[src/rtl/adc_pkg.sv]
// Shared types and defaults for the multi-channel serial ADC capture path.
package adc_pkg;

  typedef enum logic [1:0] {
    IDLE  = 2'd0,
    FRAME = 2'd1,
    QUIET = 2'd2
  } state_e;

  localparam int DEF_CLK_DIV      = 4;
  localparam int DEF_CHANNELS     = 2;
  localparam int DEF_FRAME_BITS   = 16;
  localparam int DEF_LEAD_BITS    = 4;
  localparam int DEF_DATA_BITS    = 12;
  localparam int DEF_QUIET_CYCLES = 8;

  // Base bit index of channel `chan` in a bus packed `width` bits per channel.
  function automatic int chan_offset(input int chan, input int width);
    return chan * width;
  endfunction

endpackage

[src/rtl/adc_sclk_gen.sv]
// SCLK generator: toggles every CLK_DIV enabled cycles, idles high while cleared,
// and flags the cycle in which SCLK is about to go 0->1.
module adc_sclk_gen #(
  parameter int CLK_DIV = adc_pkg::DEF_CLK_DIV
) (
  input  logic clk,
  input  logic clear,
  input  logic enable,
  output logic sclk,
  output logic rise_tick
);

  localparam int CW = (CLK_DIV > 1) ? $clog2(CLK_DIV) : 1;

  logic [CW-1:0] cnt_q, cnt_d;
  logic          sclk_q, sclk_d;
  logic          wrap;

  assign wrap      = (cnt_q == CW'(CLK_DIV - 1));
  assign rise_tick = enable && !clear && wrap && !sclk_q;
  assign sclk      = sclk_q;

  always_comb begin
    cnt_d  = cnt_q;
    sclk_d = sclk_q;
    if (clear) begin
      cnt_d  = '0;
      sclk_d = 1'b1;
    end else if (enable) begin
      if (wrap) begin
        cnt_d  = '0;
        sclk_d = ~sclk_q;
      end else begin
        cnt_d = cnt_q + CW'(1);
      end
    end
  end

  always_ff @(posedge clk) begin
    cnt_q  <= cnt_d;
    sclk_q <= sclk_d;
  end

endmodule

[src/rtl/adc_spi_capture.sv]
// Serial ADC capture: drives CS/SCLK, deserialises one MSB-first frame per channel,
// and hands results to a consumer with valid/ack plus sticky overrun.
module adc_spi_capture
  import adc_pkg::*;
#(
  parameter int CLK_DIV      = DEF_CLK_DIV,
  parameter int CHANNELS     = DEF_CHANNELS,
  parameter int FRAME_BITS   = DEF_FRAME_BITS,
  parameter int LEAD_BITS    = DEF_LEAD_BITS,
  parameter int DATA_BITS    = DEF_DATA_BITS,
  parameter int QUIET_CYCLES = DEF_QUIET_CYCLES
) (
  input  logic                            Clock_Nexys,
  input  logic                            Reset,
  input  logic                            start,
  input  logic                            continuous,
  input  logic [CHANNELS-1:0]             data_ADC,
  input  logic                            ack,
  output logic                            CS,
  output logic                            Clock_Muestreo,
  output logic                            busy,
  output logic                            done,
  output logic                            valid,
  output logic                            overrun,
  output logic [CHANNELS*DATA_BITS-1:0]   Dato,
  output logic [CHANNELS*LEAD_BITS-1:0]   data_basura,
  output state_e                          state_dbg
);

  localparam int BCW = (FRAME_BITS > 1) ? $clog2(FRAME_BITS) : 1;
  localparam int QCW = (QUIET_CYCLES > 1) ? $clog2(QUIET_CYCLES) : 1;

  state_e                               state_q, state_d;
  logic [BCW-1:0]                       bit_cnt_q, bit_cnt_d;
  logic [QCW-1:0]                       quiet_cnt_q, quiet_cnt_d;
  logic [CHANNELS-1:0][FRAME_BITS-1:0]  shift_q, shift_d;
  logic [CHANNELS*DATA_BITS-1:0]        dato_q, dato_d;
  logic [CHANNELS*LEAD_BITS-1:0]        basura_q, basura_d;
  logic                                 done_q, done_d;
  logic                                 valid_q, valid_d;
  logic                                 overrun_q, overrun_d;
  logic                                 sclk_clear, rise_tick;

  // The divider only runs in FRAME, so each frame starts from a clean phase.
  assign sclk_clear = Reset || (state_q != FRAME);

  adc_sclk_gen #(.CLK_DIV(CLK_DIV)) u_sclk_gen (
    .clk       (Clock_Nexys),
    .clear     (sclk_clear),
    .enable    (state_q == FRAME),
    .sclk      (Clock_Muestreo),
    .rise_tick (rise_tick)
  );

  always_comb begin
    state_d     = state_q;
    bit_cnt_d   = bit_cnt_q;
    quiet_cnt_d = quiet_cnt_q;
    shift_d     = shift_q;
    dato_d      = dato_q;
    basura_d    = basura_q;
    done_d      = 1'b0;
    valid_d     = valid_q;
    overrun_d   = overrun_q;

    // An ack seen alongside the done pulse belongs to the old result, so the new one stays valid.
    if (ack && valid_q && !done_q) valid_d = 1'b0;

    unique case (state_q)
      IDLE: begin
        if (start) state_d = FRAME;
      end
      FRAME: begin
        if (rise_tick) begin
          for (int c = 0; c < CHANNELS; c++)
            shift_d[c] = {shift_q[c][FRAME_BITS-2:0], data_ADC[c]};
          if (bit_cnt_q == BCW'(FRAME_BITS - 1)) begin
            bit_cnt_d = '0;
            state_d   = QUIET;
            done_d    = 1'b1;
            valid_d   = 1'b1;
            if (valid_q && !ack) overrun_d = 1'b1;
            for (int c = 0; c < CHANNELS; c++) begin
              dato_d[chan_offset(c, DATA_BITS) +: DATA_BITS] =
                shift_d[c][FRAME_BITS-1-LEAD_BITS -: DATA_BITS];
              basura_d[chan_offset(c, LEAD_BITS) +: LEAD_BITS] =
                shift_d[c][FRAME_BITS-1 -: LEAD_BITS];
            end
          end else begin
            bit_cnt_d = bit_cnt_q + BCW'(1);
          end
        end
      end
      QUIET: begin
        if (quiet_cnt_q == QCW'(QUIET_CYCLES - 1)) begin
          quiet_cnt_d = '0;
          state_d     = continuous ? FRAME : IDLE;
        end else begin
          quiet_cnt_d = quiet_cnt_q + QCW'(1);
        end
      end
      default: state_d = IDLE;
    endcase
  end

  always_ff @(posedge Clock_Nexys) begin
    if (Reset) begin
      state_q     <= IDLE;
      bit_cnt_q   <= '0;
      quiet_cnt_q <= '0;
      shift_q     <= '0;
      dato_q      <= '0;
      basura_q    <= '0;
      done_q      <= 1'b0;
      valid_q     <= 1'b0;
      overrun_q   <= 1'b0;
    end else begin
      state_q     <= state_d;
      bit_cnt_q   <= bit_cnt_d;
      quiet_cnt_q <= quiet_cnt_d;
      shift_q     <= shift_d;
      dato_q      <= dato_d;
      basura_q    <= basura_d;
      done_q      <= done_d;
      valid_q     <= valid_d;
      overrun_q   <= overrun_d;
    end
  end

  assign CS          = (state_q != FRAME);
  assign busy        = (state_q != IDLE);
  assign done        = done_q;
  assign valid       = valid_q;
  assign overrun     = overrun_q;
  assign Dato        = dato_q;
  assign data_basura = basura_q;
  assign state_dbg   = state_q;

endmodule

[config.mk]
export PLATFORM = sky130hd
export DESIGN_NAME = adc_spi_capture
export DESIGN_NICKNAME = d
export VERILOG_FILES = /design/src/rtl/adc_pkg.sv /design/src/rtl/adc_sclk_gen.sv /design/src/rtl/adc_spi_capture.sv
export SDC_FILE = /design/constraint.sdc
export NUM_CORES = 1
export LEC_CHECK = 0
export BUFFER_PORTS_ARGS = -buffer_cell sky130_fd_sc_hd__buf_4
export CORE_MARGIN = 2
export CORE_UTILIZATION = 40
export DETAILED_ROUTE_END_ITERATION = 6
export GPL_TIMING_DRIVEN = 1
export PLACE_DENSITY = 0.71
export SYNTH_ARGS = -nofsm -noshare
export SYNTH_HDL_FRONTEND = slang
export SYNTH_HIERARCHICAL = 1
export SYNTH_SLANG_ARGS = --single-unit
[constraint.sdc]
create_clock -name Clock_Nexys -period 4 [get_ports Clock_Nexys]
set_clock_uncertainty 0.15 [all_clocks]
set_input_delay 0.4 -clock Clock_Nexys [delete_from_list [all_inputs] [get_ports Clock_Nexys]]
set_output_delay 0.4 -clock Clock_Nexys [all_outputs]
set_load 0.005 [all_outputs]
==> run summary, run 1 <==
The run finished with clean final reports. The count of input and output buffers is 46. No sink is reached through more buffers than the 2 on the longest clock path. Setup repair after global routing left no endpoint under its margin. In this design, the critical path's most frequently occurring cell is nor3_1.

Across the VDD grid, the largest voltage drop is 0.000147 V. The number of nets produced by synthesis came out at 357. The sequential cells in the finished layout cover a total of 0.00154 sq mm. The core outline area is 0.00725 sq mm. By startpoint and endpoint, the worst setup path is classified as flip-flop to flip-flop. The count of placed standard cells in the final layout, fillers left out came out at 489.

The average instance area after synthesis came out at 8.62 sq um. The DRC violations left came out at 0. The number of standard-cell rows in the floorplan came out at 31. The die area came out at 0.00816 sq mm.

The antenna diode instance count came out at 0. The number of primary I/O pins came out at 47. The global-route wire length before repair is 9.57 mm. The total track usage came out at 14.3%. The final-report max-slew violation count came to 0. Traced cell by cell, the critical path runs through nand2b_1 -> inv_1 -> nand2_1 -> nor3_1 -> and3b_1 -> buf_4 -> xnor2_1 -> nor3_1.

The quantity of hold-fixing buffers added after cts came out at 0. The element type at the critical path end is a flip-flop. After synthesis, the cell types taking the most area are dfxtp_1 (52%), nand2_1 (17%), mux2i_1 (11%).

The number of vias after detailed routing is 2,298. For this design the ratio of total power to cell area is 384 mW/mm^2. In the final timing run, aggregate negative setup slack is 0 ps. The max-slew headroom at the worst pin came out at 58.2%. The total number of H-tree levels came out at 3. The synthesized instance count came out at 346.

The number of buffer and inverter stages on the critical path came out at 2. The analysis attributes to cell leakage a power of 0.00127 uW. The average detailed-routed wire length per instance is 11.4 um. The cell sitting at the root of the clock tree is a clkbuf_8. The number of resized instances in the post-cts repair step came out at 0. The share of the synthesized area in the top cell type came out at 51.7%. The final-layout fill cell count is 711. The clock-pin slew on the worst setup and hold paths is 70 ps.

The via count of the first global-routing pass is 2,146. The mapped cell area is 0.00298 sq mm. The number of cells on the worst hold path is 3. At the pin with the least slew margin, the transition time is 627 ps.

The final period utilization is 66.6%. The iteration count of the initial detailed-routing pass came out at 7. On the worst path, the slowest cell contributes a delay of 530 ps. The synthesized design contains 77 register bits. The clock tree from TritonCTS is built.

Summed over all nets, the half-perimeter wirelength after detailed placement is 3.51 mm. At the end of routability-driven placement, the weighted congestion stood at 0.711. On the critical path the largest part of the delay comes from simple AND/OR/NAND/NOR gates. The die width came out at 90.4 um.

The nature of the critical path startpoint is a flip-flop. The final-report setup violation count is 0. The detailed-route vias per instance came out at 4.70. The total of max-cap violations came out at 0.

Data arrives at the worst endpoint at 2720 ps. The shortest clock period the worst path allows after layout came out at 2660 ps. The largest individual stage delay along the critical path comes from the cell and3b_1. The clock net sink count is 77.

The total overflow left after global routing is 0. The number of antenna violations at the first check in global routing is 0. The final design utilization is 49.0%. The largest total area in the synthesized netlist belongs to dfxtp_1. The detailed router's first-iteration violation count is 120. Data on the critical path is required at its endpoint by 4060 ps. Before CTS, the worst setup slack after placement is 1370 ps. The net count reported at finish is 396.

Relative to the synthesized area, the layout overhead comes to 19.3%. The number of warnings issued by yosys came out at 6. The min-delay analysis places its worst path in the category input pin to flip-flop. The final worst slack is 1340 ps. The multi-input combinational cells in the finished layout cover a total of 0.00131 sq mm. The register area share after synthesis is 51.7%.

The die is 90.4 um tall. The post-route antenna net violation count is 0. Summed over all layers, the routed wires come to 5.56 mm. The placed instance count is 473.

The number of buffers inserted during clock tree synthesis came out at 9. Cells with a size suffix above 1 make up 17.7% of the layout. The count of distinct cell types in the synthesized netlist came out at 29. The number of cells on the worst reg-to-reg path is 8. The fmax came out at 0.376 GHz. The maximum fanout encountered on the critical timing path is 19.

The largest net degree at the start of global routing is 68. The number of stages on the worst setup path came out at 8. The clock latency on the worst-skew pair came out at 340 ps. The number of buffers inserted by post-CTS setup repair is 0. The initial utilization of the core area, before any placement, comes to 41.1%. The hold violation total from the final report came out at 0.
## path summary, 6_finish.rpt
check / from / endpoint / slack [ps]
max: state_dbg[1]$_SDFFE_PP0P_ / bit_cnt_q[0]$_SDFFE_PP0P_ / 1340
min: data_ADC[0] / shift_q[0]$_SDFFE_PP0P_ / 170
max reg2reg: state_dbg[1]$_SDFFE_PP0P_ / bit_cnt_q[0]$_SDFFE_PP0P_ / 1340
min reg2reg: Dato[16]$_SDFFE_PP0P_ / Dato[16]$_SDFFE_PP0P_ / 310
## sequential cells by signal, summed over array words and instances, names as in the netlist
signal / count
shift_q: 30
Dato: 24
data_basura: 8
bit_cnt_q: 4
quiet_cnt_q: 3
state_dbg: 2
u_sclk_gen/cnt_q: 2
done: 1
overrun: 1
u_sclk_gen/sclk: 1
valid: 1
## cells in the final DEF, fill, tap and decap left out, drive strengths merged, types with 2 or more instances in the layout
master,count
nor2,5
dfxtp,77
or2,2
nand3b,2
ha,4
inv,4
a21oi,40
buf,51
clkbuf,15
o21ai,3
mux2i,34
nand2b,3
or3b,2
nand2,132
or3,3
nor3,3
## cell families after synthesis
family                   Yosys count  share of synthesized area, %
flip-flops                        77                          51.7
XOR/XNOR                           1                         0.294
AND/OR/NAND/NOR                  157                          22.3
adder cells (fa/ha/maj)            4                          1.68
AO/OA/AOI/OAI                     46                          8.14
multiplexers                      34                          11.4
buffers and inverters             27                          4.49
## cells in the mapped netlist
library cell  count
a21oi_2           1
mux2i_1          34
or3_1             3
nor2_1            5
nand2b_1          3
nand3_2           1
and3b_1           1
or3b_2            1
nor3_1            2
and3_1            1
xnor2_1           1
o21ai_0           3
or2_2             2
inv_1             4
o31ai_1           1
or4_1             1
a21oi_1          39
a22o_1            1
and4b_1           1
dfxtp_1          77
a211oi_1          1
nand3b_1          2
buf_6             3
clkbuf_1         12
ha_1              4
nand2_1         132
or3b_1            1
nor3_4            1
buf_2             8
## power breakdown
part           total, uW  switching (uW)  leakage, uW  internal (uW)
Sequential           769            1.62     0.000620            767
Clock                563             255    0.0000919            307
Combinational       32.8            22.3     0.000560           10.5
Total               1360             279      0.00127           1090
## routing by layer
layer	routed length, um	up-vias	GRT usage [%]
met3	217	9	3.34
met4	96	0	6.92
met2	2500	43	23.1
met5	0	-	0
met1	2750	1034	18.2
li1	-	1212	-
## worst register-to-register path: stages, from the launching register on
cell and delay, ps:
dfxtp_1 420, nand2b_1 220, inv_1 160, nand2_1 150, nor3_1 390, and3b_1 530, buf_4 320, xnor2_1 140
nor3_1 60
## metrics by stage
| stage | hold slack [ps] | power [uW] | instance area [sq um] |
|---|---|---|---|
| after floorplan | 286 | 808 | 2980 |
| after detailed placement | 299 | 820 | 3370 |
| final | 171 | 1360 | 3560 |
| after global routing | 166 | 1420 | 3560 |
| after CTS | 157 | 1380 | 3560 |
| after global placement | 292 | 819 | 3370 |
## cell type report
| class | count | share of cell area (%) |
|---|---|---|
| multi-input cells | 242 | 36.8 |
| flip-flops and latches | 77 | 43.3 |
| repair buffers | 51 | 10.8 |
| clock buffers | 15 | 4.40 |
| clock inverters | 1 | 0.844 |
| inverters | 4 | 0.422 |
| well taps | 99 | 3.48 |
No activity file was read; power rests on OpenSTA's default activity.
==> inputs of run 2 (changes only) <==
- clock period: 4 -> 2.5 ns (I/O delays scaled with it)
==> run 2 against run 1 <==
- combinational power rose by 76%
- sequential cell count did not move
- sequential power rose by 60%
- fmax rose by 18%
- utilization rose by 0.85 points
- clock power rose by 79%
- wire length rose by 2.4%
- via count rose by 0.52%
- critical path depth fell by 1
- design area rose by 1.7%
- first-iteration DRC count rose by 18%
- critical endpoint is now bit_cnt_q[2]$_SDFFE_PP0P_
==> run summary, run 2 (same netlist as run 1, synthesis figures left out) <==
The clock network fraction of total power is 44.0%. STA puts the critical path data arrival time at 2390 ps. The via count of the first global-routing pass is 2,217.

The total number of H-tree levels is 3. The critical path is of the flip-flop to flip-flop type. The die width came out at 90.4 um. The cell sitting at the root of the clock tree is a clkbuf_8. Headroom to the max-slew limit came out at 57.8%.

In this run the power spent charging and discharging nets is 467 uW. Fill cells in the final layout number 750. The power share of the sequential group came out at 53.5%. The number of buffers inserted by post-CTS setup repair is 0.

Derived from the worst setup path, the maximum achievable clock frequency is 0.442 GHz. The smallest clock period supported by the final layout is computed as 2260 ps. The number of buffers inserted during clock tree synthesis came out at 9.

The start of the worst register-to-register path is state_dbg[1]$_SDFFE_PP0P_. The flow ran to the end, and the final reports show no timing, DRC or antenna violations. At the pin with the least slew margin, the transition time is 633 ps.

The die covers 0.00816 sq mm. The routability congestion estimate from global placement came out at 0.706. Buffers inserted to repair hold after CTS numbered 0. The area added between synthesis and finish came out at 21.3%. The height of the chip is 90.4 um. The power density relative to cell area is 634 mW/mm^2. The number of standard-cell rows in the floorplan is 31. Across the run, the number of max-cap violations was 0. Entering global routing, the biggest net connects 68 pins. The most frequent standard cell in the layout excluding fill and tap cells is nand2_1. The initial standard-cell utilization of the core came out at 41.1%. The maximum fanout encountered on the critical timing path came out at 12. The DRC violations left came out at 0.

In this run the most critical hold path is launched from data_ADC[0]. The number of cells on the worst reg-to-reg path is 7. The hold violation total from the final report came out at 0. The core region is 0.00725 sq mm. The highest ir drop seen on vdd came out at 0.000237 V.

Setup repair after global routing left no endpoint under its margin. The flip-flop count of the largest register after layout came out at 30. The repair_antennas step left the layout with diodes totalling 0.

The net count reported at finish came out at 400. The final-report max-slew violation count is 0. The number of resized instances in the post-cts repair step is 0. The average detailed-routed wire length per instance came out at 11.6 um. The post-route antenna net violation count came out at 0. The clock latency on the worst-skew pair came out at 340 ps. The half-perimeter wire length of the detailed placement result is 3.75 mm. The number of cells on the worst hold path is 3. The routed layout has 2,310 vias.

The routed design has 5.69 mm of wire. After detailed routing, the number of vias per cell comes to 4.70. In the final timing run, aggregate negative setup slack is 0 ps.

Tracing the worst setup path back leads to its startpoint at state_dbg[1]$_SDFFE_PP0P_. In the layout the commonest cells are nand2_1 (132), dfxtp_1 (77), buf_4 (54). The proportion of power drawn by combinational gates is 2.5%.

STA classifies the critical path endpoint as a flip-flop. The sum of internal, switching and leakage power came out at 2300 uW. The internal power of the cells totals 1830 uW. Setup violations remaining at the end of the flow were counted as 0. The number of antenna violations at the first check in global routing is 0. After layout, the worst path uses 90.4% of the clock period.

The data required time of the worst path is 2630 ps. In this run the count of I/O pins placed on the die edge is 47. The leakage power of the design is 0.00131 uW. In this run the worst hold path is classified as input pin to flip-flop. The clock-pin slew on the worst setup and hold paths is 80 ps.

Of the cells placed in the final design, the portion with a size suffix greater than 1 is 19.3%. The clock net sink count came out at 77. The iteration count of the initial detailed-routing pass is 4. The count of input and output buffers came out at 46. The detailed router's first-iteration violation count is 142.

The clock tree from TritonCTS is built. The first global-routing pass estimated 9.88 mm of wire. Global routing used 14.8% of the available tracks across all layers. The net switching share of the total power came out at 20.3%. The largest buffer count on any clock path came out at 2. The worst setup path is launched from a flip-flop.

The worst-case hold slack is 15.4 ps. The global-route congestion overflow total came out at 0. Ranked by flip-flop count, first place goes to shift_q.
-- run 2: cell count changes in the layout (fill, tap and decap cells not counted) --
cell        before  now
buf_6            0    1
buf_4           51   54
clkinv_2         0    1
clkbuf_1         5    1
clkinvlp_4       0    1
bufinv_16        1    2
-- run 2: worst max-delay path, stage by stage, from the launching register on --
cell      delay (ps)
dfxtp_1          310
nand2b_1         150
inv_1            140
nand2_1          150
nor3_1           360
nand3b_1         380
or3_1            420
a21oi_1          140
-- run 2: final timing paths --
check,end,slack (ps)
worst max register to register,bit_cnt_q[2]$_SDFFE_PP0P_,240
worst max-delay path,bit_cnt_q[2]$_SDFFE_PP0P_,240
worst min register to register,Dato[15]$_SDFFE_PP0P_,310
worst min-delay path,shift_q[0]$_SDFFE_PP0P_,20
-- run 2: cell type report --
class | instances | area, sq um | area share (%)
timing repair buffer | 55 | 417 | 11.5
sequential | 77 | 1540 | 42.6
inverter | 4 | 15.0 | 0.415
clock buffer | 11 | 141 | 3.91
clock inverter | 4 | 72.6 | 2.01
multi-input combinational | 242 | 1310 | 36.1
tap | 99 | 124 | 3.42
-- run 2: layer usage --
metal	up-vias	part of all wire, %	GRT usage (%)
met5	-	0	0
met4	0	1.9	7.69
met3	9	4.0	3.42
met2	38	46	23.6
met1	1049	48	18.7
li1	1214	-	-
-- run 2: power groups by stage --
| stage | clock network [uW] | logic, uW | registers, uW |
|---|---|---|---|
| global route | 1090 | 64.4 | 1230 |
| global placement | 0 | 57.4 | 1260 |
| finish | 1010 | 57.8 | 1230 |
| CTS | 1030 | 58.6 | 1230 |
| detailed placement | 0 | 58.5 | 1260 |
| floorplan | 0 | 34.7 | 1260 |
-- run 2: through the flow --
stage	worst slack, ps	utilization [%]	instance area, sq um	std cells
6_report	240	49.9	3620	492
5_1_grt	29.3	49.9	3620	492
4_1_cts	188	49.8	3610	492
3_5_place_dp	218	46.9	3400	477
3_3_place_gp	320	46.9	3400	477
2_1_floorplan	127	-	2980	346
==> inputs of run 3 (changes only) <==
- CORE_ASPECT_RATIO: not set -> 0.6
- clock period: 2.5 -> 2.85 ns (I/O delays scaled with it)
==> run 3 against run 2 <==
- wire length grew 5.3%
- critical path type unchanged
- clock power is 9% higher
- worst hold slack improved by 46 ps
- first-iteration DRC count grew 54%
- die area increased by 0.28%
- critical path depth grew 1
- utilization grew 0.94 points
- non-clock buffer count decreased by 4
==> run summary, run 3 (same netlist as run 1, synthesis figures left out) <==
The run finished with clean final reports. The detailed router's first-iteration violation count came out at 218. The post-route antenna net violation count is 0.

The total of max-cap violations came out at 0. The number of buffers inserted by post-CTS setup repair is 0. The antenna diode instance count came out at 0.

The number of buffers inserted during clock tree synthesis came out at 9. Once the floorplan was initialized, standard cells occupied 41.2% of the core. The final design utilization came out at 50.8%.

Row generation in the floorplan step produced 24 rows. After layout, the minimum clock period comes to 2530 ps. TritonCTS built the clock tree.

The leakage power of the design is 0.00132 uW. The flip-flop count of the largest register after layout came out at 30. The accumulated negative setup slack is 0 ps. Setup repair after global routing left no endpoint under its margin. The tightest min-delay check is of the input pin to flip-flop type. The die width is 115 um.

The fraction of final layout cells with drive strength greater than 1 came out at 18.6%. The routed layout has 2,328 vias. The DRC violations left came out at 0. The final-report setup violation count came out at 0. The area added between synthesis and finish came out at 23.3%.

Clock tree synthesis selected as its root buffer the cell clkbuf_16. The core outline area is 0.00724 sq mm. The library cell used most frequently in the layout, excluding fill and tap cells, is nand2_1.

After clock tree synthesis, the flow added hold-fix buffers numbering 0. The multi-input logic area came out at 0.00131 sq mm. Ranked by flip-flop count, first place goes to shift_q. In this run the tightest slew margin relative to its limit is 56.8%. The clock-pin slew on the worst setup and hold paths is 60 ps. Based on the critical path, the design can be clocked at up to 0.395 GHz.

The routability congestion estimate from global placement came out at 0.720. The arrival time of the worst setup path came out at 2630 ps. The number of primary I/O pins came out at 47. The clock net in this run drives a total of 77 sinks. Global routing used 16.2% of the available tracks across all layers. The area taken by flip-flops and latches is 0.00154 sq mm. In the final routed layout, each cell accounts on average for 12.2 um. The number of resized instances in the post-cts repair step is 0.

The data required time of the worst path is 2950 ps. The global-route congestion overflow total is 0. The final period utilization came out at 88.8%. The largest buffer count on any clock path came out at 2. Across the VDD grid, the largest voltage drop is 0.000270 V. The worst setup path is launched from a flip-flop.

The detailed-route vias per instance came out at 4.73. The critical path in this run is classified as flip-flop to flip-flop. The global-route wire length before repair is 10.3 mm. The number of antenna violations at the first check in global routing was 0. The die area is 0.00819 sq mm. The final-report max-slew violation count was 0. After filler insertion, the fill cell instance count of the layout stands at 696. The overall routed net length came out at 5.99 mm. The H-tree was split into 3 levels. The peak per-stage delay on the critical path is 420 ps. At the later pin of the worst-skew pair, clock insertion delay measures 330 ps.

The height of the chip is 70.9 um. The slowest stage of the critical path is the dfxtp_1 cell. In this run the worst path has a maximum fanout of 34. The via count of the first global-routing pass came out at 2,147.

The element type at the critical path end is a flip-flop. Leaving out fill and tap cells, the most frequent cells in the layout are nand2_1 (132), dfxtp_1 (77), buf_4 (50). The first TritonRoute pass finished after 4 iterations. Traced cell by cell, the critical path runs through nand2b_1 -> inv_1 -> nand2_1 -> nor3_1 -> nand3_2 -> nor3_4 -> buf_12 -> mux2i_1. The count of input and output buffers is 46. The hold violation total from the final report was 0. The net count reported at finish came out at 396. The HPWL after detailed placement is 3.81 mm. In this run the power density over the cells is 607 mW/mm^2. For the pin with the worst max-slew slack, the measured transition is 648 ps.

The largest net degree at the start of global routing is 68.
-- run 3: changes by cell type in the layout (fill, tap and decap cells not counted), sizes merged --
cell and delta:
buf -4, bufinv -1, clkbuf -1, clkinvlp +1
-- run 3: path summary, 6_finish.rpt --
check | startpoint | end | slack (ps) | cells past startpoint
worst max-delay path | state_dbg[1]$_SDFFE_PP0P_ | Dato[6]$_SDFFE_PP0P_ | 320 | 8
worst min-delay path | data_ADC[0] | shift_q[0]$_SDFFE_PP0P_ | 60 | 3
worst max register to register | state_dbg[1]$_SDFFE_PP0P_ | Dato[6]$_SDFFE_PP0P_ | 320 | 8
worst min register to register | shift_q[30]$_SDFFE_PP0P_ | shift_q[30]$_SDFFE_PP0P_ | 300 | 2
-- run 3: critical path: cells and delay by family (launching register included) --
family | cells | cell delay, ps
buf+inv | 2 | 420
flops | 1 | 420
mux | 1 | 230
simple gates | 5 | 1200
-- run 3: final cells by class --
cell class                      instances  share of cell area (%)
Timing Repair Buffer                   51                    10.7
Clock buffer                           10                    6.50
Clock inverter                          4                    1.36
Inverter                                4                   0.408
Multi-Input combinational cell        242                    35.5
Sequential cell                        77                    41.9
Tap cell                              104                    3.54
-- run 3: where the power goes --
group / switching [uW] / total [uW] / internal (uW)
logic: 31.7 / 46.4 / 14.7
registers: 2.68 / 1080 / 1080
clock network: 415 / 1100 / 689
total: 449 / 2230 / 1780
-- run 3: stage by stage --
stage | power, uW | setup slack, ps | cells | hold slack [ps] | instance area (sq um)
after floorplan | 1130 | 442 | 346 | 271 | 2980
after global placement | 1150 | 576 | 478 | 292 | 3390
after detailed placement | 1150 | 366 | 478 | 297 | 3390
after CTS | 2260 | 343 | 492 | 48.8 | 3680
after global routing | 2320 | 111 | 492 | 52.3 | 3680
final | 2230 | 320 | 492 | 61.9 | 3680
-- run 3: per-layer routing --
layer  part of all wire, %  global-route usage, %  vias to the layer above
met2                    42                   23.0                       59
met3                   6.9                   8.74                        2
met4                  0.20                   3.61                        0
met1                    50                   21.6                     1056
met5                     0                      0                        -
li1                      -                      -                     1211
